File: src/rtl/mem_port_arbiter.sv
// rtl/mem_port_arbiter.sv - fetch/data-stage arbiter onto one shared memory port (optional ARB_TIMEOUT_EN)
module mem_port_arbiter #(
    parameter int ADDR_W  = 32,
    parameter int DATA_W  = 32,
    parameter int TIMEOUT = 16
) (
    input  logic                clk,
    input  logic                rst_n,
    input  logic                if_req,
    input  logic [ADDR_W-1:0]   if_addr,
    input  logic                if_flush,
    output logic [DATA_W-1:0]   if_rdata,
    output logic                if_ack,
    input  logic                dm_req,
    input  logic                dm_we,
    input  logic [DATA_W/8-1:0] dm_be,
    input  logic [ADDR_W-1:0]   dm_addr,
    input  logic [DATA_W-1:0]   dm_wdata,
    output logic [DATA_W-1:0]   dm_rdata,
    output logic                dm_ack,
    output logic                bus_req,
    output logic                bus_we,
    output logic [DATA_W/8-1:0] bus_be,
    output logic [ADDR_W-1:0]   bus_addr,
    output logic [DATA_W-1:0]   bus_wdata,
    input  logic [DATA_W-1:0]   bus_rdata,
    input  logic                bus_ack,
    output logic                stall_if,
    output logic                stall_mem,
    output logic                bus_err
);

    localparam int BE_W = DATA_W / 8;

    typedef enum logic [1:0] {IDLE, IF_TXN, DM_TXN} state_t;

    state_t              r_state;
    state_t              w_next_state;
    logic                r_last_dm;
    logic                r_if_drop;
    logic                r_bus_req;
    logic                r_bus_we;
    logic [BE_W-1:0]     r_bus_be;
    logic [ADDR_W-1:0]   r_bus_addr;
    logic [DATA_W-1:0]   r_bus_wdata;
    logic [DATA_W-1:0]   r_if_rdata;
    logic [DATA_W-1:0]   r_dm_rdata;
    logic                r_if_ack;
    logic                r_dm_ack;
    logic                w_grant_if;
    logic                w_grant_dm;
    logic                w_grant;
    logic                w_if_ok;
    logic                w_txn;
    logic                w_abort;
    logic                w_end;
    logic [DATA_W-1:0]   w_rdata;

    assign w_if_ok = if_req & ~if_flush;
    assign w_txn   = (r_state != IDLE);
    assign w_grant = w_grant_if | w_grant_dm;
    assign w_end   = w_txn & (bus_ack | w_abort);
    // An aborted transaction returns zero data to the requester.
    assign w_rdata = bus_ack ? bus_rdata : '0;

`ifdef ARB_TIMEOUT_EN
    localparam int CNT_W = $clog2(TIMEOUT + 1);

    logic [CNT_W-1:0] r_cnt;
    logic             r_bus_err;

    assign w_abort = w_txn & ~bus_ack & (r_cnt == CNT_W'(TIMEOUT - 1));
    assign bus_err = r_bus_err;

    // Count transaction cycles since grant; flag a one-cycle error on abort.
    always_ff @(posedge clk or negedge rst_n) begin
        if (!rst_n) begin
            r_cnt     <= '0;
            r_bus_err <= 1'b0;
        end else begin
            r_bus_err <= w_abort;
            if (w_grant)
                r_cnt <= '0;
            else if (w_txn)
                r_cnt <= r_cnt + CNT_W'(1);
        end
    end
`else
    logic w_unused_timeout;

    assign w_unused_timeout = (TIMEOUT != 0);
    assign w_abort          = 1'b0;
    assign bus_err          = 1'b0;
`endif

    // Arbitration and next state; dm wins ties unless it had the last grant.
    always_comb begin
        w_grant_if   = 1'b0;
        w_grant_dm   = 1'b0;
        w_next_state = r_state;
        case (r_state)
            IDLE: begin
                if (!r_if_ack && !r_dm_ack) begin
                    if (dm_req && (!w_if_ok || !r_last_dm)) begin
                        w_grant_dm   = 1'b1;
                        w_next_state = DM_TXN;
                    end else if (w_if_ok) begin
                        w_grant_if   = 1'b1;
                        w_next_state = IF_TXN;
                    end
                end
            end
            IF_TXN, DM_TXN: begin
                if (w_end)
                    w_next_state = IDLE;
            end
            default: w_next_state = IDLE;
        endcase
    end

    // State register and last-grant flag.
    always_ff @(posedge clk or negedge rst_n) begin
        if (!rst_n) begin
            r_state   <= IDLE;
            r_last_dm <= 1'b0;
        end else begin
            r_state <= w_next_state;
            if (w_grant)
                r_last_dm <= w_grant_dm;
        end
    end

    // Capture the granted request; bus pins come only from these registers.
    always_ff @(posedge clk or negedge rst_n) begin
        if (!rst_n) begin
            r_bus_req   <= 1'b0;
            r_bus_we    <= 1'b0;
            r_bus_be    <= '0;
            r_bus_addr  <= '0;
            r_bus_wdata <= '0;
        end else if (w_grant) begin
            r_bus_req   <= 1'b1;
            r_bus_we    <= w_grant_dm & dm_we;
            r_bus_be    <= w_grant_dm ? dm_be : {BE_W{1'b1}};
            r_bus_addr  <= w_grant_dm ? dm_addr : if_addr;
            r_bus_wdata <= w_grant_dm ? dm_wdata : '0;
        end else if (w_end) begin
            r_bus_req   <= 1'b0;
        end
    end

    // Completion: latch read data and pulse the owner's ack; a flushed fetch stays silent.
    always_ff @(posedge clk or negedge rst_n) begin
        if (!rst_n) begin
            r_if_drop  <= 1'b0;
            r_if_rdata <= '0;
            r_dm_rdata <= '0;
            r_if_ack   <= 1'b0;
            r_dm_ack   <= 1'b0;
        end else begin
            r_if_ack <= 1'b0;
            r_dm_ack <= 1'b0;
            if (w_grant)
                r_if_drop <= 1'b0;
            else if (r_state == IF_TXN && if_flush)
                r_if_drop <= 1'b1;
            if (w_end && r_state == DM_TXN) begin
                r_dm_rdata <= w_rdata;
                r_dm_ack   <= 1'b1;
            end
            if (w_end && r_state == IF_TXN && !r_if_drop && !if_flush) begin
                r_if_rdata <= w_rdata;
                r_if_ack   <= 1'b1;
            end
        end
    end

    assign if_rdata  = r_if_rdata;
    assign if_ack    = r_if_ack;
    assign dm_rdata  = r_dm_rdata;
    assign dm_ack    = r_dm_ack;
    assign bus_req   = r_bus_req;
    assign bus_we    = r_bus_we;
    assign bus_be    = r_bus_be;
    assign bus_addr  = r_bus_addr;
    assign bus_wdata = r_bus_wdata;
    assign stall_if  = if_req & ~r_if_ack;
    assign stall_mem = dm_req & ~r_dm_ack;

endmodule

File: config.mk
export PLATFORM = sky130hd
export DESIGN_NAME = mem_port_arbiter
export DESIGN_NICKNAME = d
export VERILOG_FILES = /design/src/rtl/mem_port_arbiter.sv
export SDC_FILE = /design/constraint.sdc
export NUM_CORES = 1
export LEC_CHECK = 0
export ABC_AREA = 0
export ABC_CLOCK_PERIOD_IN_PS = 2200
export CORE_MARGIN = 3
export CORE_UTILIZATION = 41
export CTS_CLUSTER_SIZE = 8
export DETAILED_ROUTE_END_ITERATION = 8
export MAX_ROUTING_LAYER = met4
export PLACE_DENSITY = 0.8
export SLEW_MARGIN = 40
export SYNTH_ARGS = -nofsm -noshare
export SYNTH_HDL_FRONTEND = slang
export SYNTH_SLANG_ARGS = --single-unit
export TNS_END_PERCENT = 10
File: constraint.sdc
create_clock -name clk -period 2.2 [get_ports clk]
set_input_delay 0.66 -clock clk [delete_from_list [all_inputs] [get_ports clk]]
set_output_delay 0.66 -clock clk [all_outputs]
set_load 0.05 [all_outputs]
==> results of run 1 <==
## flip-flops by register name, indices dropped and copies added (netlist names)
signal,cells
bus_addr,32
bus_wdata,32
dm_rdata,32
if_rdata,32
bus_be,4
r_state,2
bus_req,1
bus_we,1
dm_ack,1
if_ack,1
r_if_drop,1
r_last_dm,1
## cell type report
| cell class | count | share of cell area |
|---|---|---|
| clock buffers | 22 | 0.0501 |
| flip-flops and latches | 140 | 0.370 |
| repair buffers | 295 | 0.298 |
| inverters | 6 | 0.00238 |
| well taps | 180 | 0.0238 |
| multi-input cells | 260 | 0.239 |
| clock inverters | 10 | 0.0171 |
## cells in the final DEF, fill, tap and decap left out, types with 2 or more instances in the layout
| cell | instances |
|---|---|
| a21oi_1 | 2 |
| a22o_1 | 33 |
| a31oi_1 | 32 |
| buf_12 | 11 |
| buf_4 | 53 |
| bufinv_16 | 4 |
| clkbuf_1 | 2 |
| clkbuf_16 | 17 |
| clkbuf_8 | 3 |
| clkdlybuf4s50_1 | 136 |
| clkinv_2 | 2 |
| clkinvlp_4 | 3 |
| dfrtp_1 | 140 |
| dlygate4sd2_1 | 94 |
| ha_1 | 3 |
| inv_1 | 6 |
| mux2_2 | 64 |
| nand2_1 | 3 |
| nand2b_1 | 33 |
| nand3_1 | 2 |
| nor2_1 | 3 |
| o221ai_1 | 32 |
| o22a_1 | 4 |
| o2bb2ai_1 | 32 |
| o31ai_1 | 2 |
## per-stage QoR
step / area, sq um / hold slack (ns) / TNS [ns]
after detailed placement: 8940 / 0.469 / -0.110
after CTS: 9460 / 0.145 / 0
after global placement: 8940 / 0.471 / -0.00338
after global routing: 9460 / 0.148 / 0
final: 9460 / 0.139 / 0
after floorplan: 5980 / 0.364 / 0
## power by group
group          internal [mW]  total (mW)  switching (mW)
combinational           2.59        8.28            5.70
clock                   1.99        3.06            1.07
sequential              3.69        4.31           0.623
## worst register-to-register path, stage by stage (launching register included)
cell and delay (ns):
dfrtp_1 0.38, inv_1 0.11, ha_1 0.23, nor3b_4 0.44
buf_4 0.36, o221ai_1 0.17, o2bb2ai_1 0.17
## worst paths after layout
| path | startpoint | endpoint | cells after the start |
|---|---|---|---|
| min in group clk | bus_addr[13] | bus_addr[13] | 1 |
| setup reg to reg | r_state[1] | bus_addr[29] | 6 |
| setup / recovery | if_req | stall_if | 3 |
| hold / removal | rst_n | if_rdata[11] | 1 |
| hold reg to reg | bus_addr[13] | bus_addr[13] | 1 |
| max in group asynchronous | rst_n | bus_addr[5] | 2 |
## per-layer routing
metal | vias up | track usage
met5 | - | -
met4 | 0 | 0.0864
met3 | 30 | 0.0808
met2 | 221 | 0.383
met1 | 2419 | 0.285
li1 | 2260 | -
## logic make-up (layout without fill, tap and decap cells)
family,Yosys count,in the layout,synth area share
other cells,1,1,0.000627
flops,140,140,0.586
compound gates,142,142,0.192
buf+inv,53,333,0.0412
fa+ha+maj,3,3,0.00628
simple gates,50,50,0.0528
mux,64,64,0.121
## what timing repair did
action | 4_1_cts | 5_1_grt
gates resized for setup | 95 | 0
setup endpoints to repair | 95 | 0
buffers inserted | 0 | 0
==> results.md, run 1 <==
* Status: finished clean
* Top delay family on crit path: buffers and inverters
* Worst Tran Pin Value at around 0.58 ns
* H-Tree Level Count at 4
* Slowest cell on the critical path: clkdlybuf4s50_1
* Sink Count at 140
* Critical Setup Path Class: in -> out
* Static Leak at around 4.4 nW
* Die height at roughly 130 um
* Met2 Wirelength at 9090 um
* Worst-path clk slew at about 0.060 ns
* Initial antenna violation count at 0
* GRT Overall Usage at 0.240
* Post-detail-place hpwl at approximately 13000 um
* Critical-path cell list: clkdlybuf4s50_1 -> nor2b_2 -> buf_12
* Synthesized flop and latch total at 140
* CP max FO at 2
* Worst R2R Setup Slack at 0.25 ns
* Top cells by area in the synthesized netlist: dfrtp_1 (59%), mux2_2 (12%), a22o_1 (4.8%)
* P per Cell Area at ~1700 mW/mm^2
* Met3 wire len at around 1600 um
* Share of cells above drive strength 1 at 0.226
* CTS Root Cell: clkbuf_16
* Hold crit path type: in -> async
* First-pass GRT wire length at just under 30000 um
* Slew HR at 0.614
* DR iter-0 viols at approximately 290
* Vias/cell at 5.40
* Per-cell routed wire length at just over 20 um
* Residual DRC at 0
* Period minus WS final at around 2.2 ns
* Synth-to-Final Area Change at 58.2%
* Post-synth top area cell: dfrtp_1
* Register Area at 0.00350 sq mm
* CP startpoint kind: input pin
* Worst setup margin at ~0.046 ns
* Tcrit/Tclk final at 0.979
* Seq/Total Area, Yosys at 0.586
* Post-Syn Area at roughly 0.006 sq mm
* Die Footprint at 0.0161 sq mm
* Placed insts at between 800 and 900
* Drt first pass iters at 4
* Cell count after synthesis at 453
* EDFF count, synth at 0
* Worst VDD drop at 1.13 mV
* Largest net degree at the start of global routing at between 60 and 70
* Max layer used: met4
* Total Power at 15.6 mW
* Num rows at 43
* Synth cell types at 30
* Finished Layout Cells at roughly 910
* CTS tree: yes
* Fin nets at between 800 and 900
* Fin. max-slew vios at 0
* Worst EP required at 1.54 ns
* RSZ-0062 raised after global routing: false
* Cts bufs inserted at 17
* Core area at around 0.014 sq mm
* Syn. warnings at 0
* Most common cell in the netlist: dfrtp_1
* Met1 wire length at ~7400 um
* I/O pins at between 200 and 300
* Port buffer count at approximately 280
* Synth top area share at 0.586
* MaxCap Viol Count at 0
* Data arrival, critical path at 1.49 ns
* Final setup fails at 0
* Multi-input gate area at 0.00226 sq mm
* Crit end category: primary output
* Initial Utilization at 0.424
* Vias in the first global route at 5402
* Syn Nets at between 500 and 600
* Fin util at 0.671
* ANT cells at 0
* Longest Clk Path Bufs at 2
* Post-route antenna net violation count at 0
* Syn avg cell area at around 13 sq um
* Dominant synthesized flop cell: dfrtp_1
* GPL Wtd Cong at 0.887
* Post-place setup slack at -0.0278 ns
* Hold Vio Cnt, Final at 0
* Routed vias at approximately 5000
* Clock Skew at ~0.0045 ns
* Fillers at approximately 1100
* Async SR Flop Fraction at 1.00
* Buffers & Inverters on Critical Path at 2
* Chip width at 127 um
* Commonest cells post-synth: dfrtp_1 (140), mux2_2 (64), a22o_1 (33), nand2b_1 (33)
* CP peak stage delay at between 0.4 and 0.5 ns
* Clock latency on the worst-skew pair at between 0.4 and 0.5 ns
* Routed WL at ~19000 um
* Gr ovfl total at 0
* Hold Buf Count CTS at 0
* Fmax at between 400 and 500 MHz
Power figures use the tool's default switching activity.
==> run 2, diff against run 1 <==
--- a/config.mk
+++ b/config.mk
@@ -7,13 +7,13 @@
 export LEC_CHECK = 0
 export ABC_AREA = 0
 export ABC_CLOCK_PERIOD_IN_PS = 2200
+export CAP_MARGIN = 20
 export CORE_MARGIN = 3
 export CORE_UTILIZATION = 41
 export CTS_CLUSTER_SIZE = 8
 export DETAILED_ROUTE_END_ITERATION = 8
 export MAX_ROUTING_LAYER = met4
 export PLACE_DENSITY = 0.8
-export SLEW_MARGIN = 40
 export SYNTH_ARGS = -nofsm -noshare
 export SYNTH_HDL_FRONTEND = slang
 export SYNTH_SLANG_ARGS = --single-unit
==> results of run 2 <==
No change in the layout: final DEF, timing and power equal those of run 1.
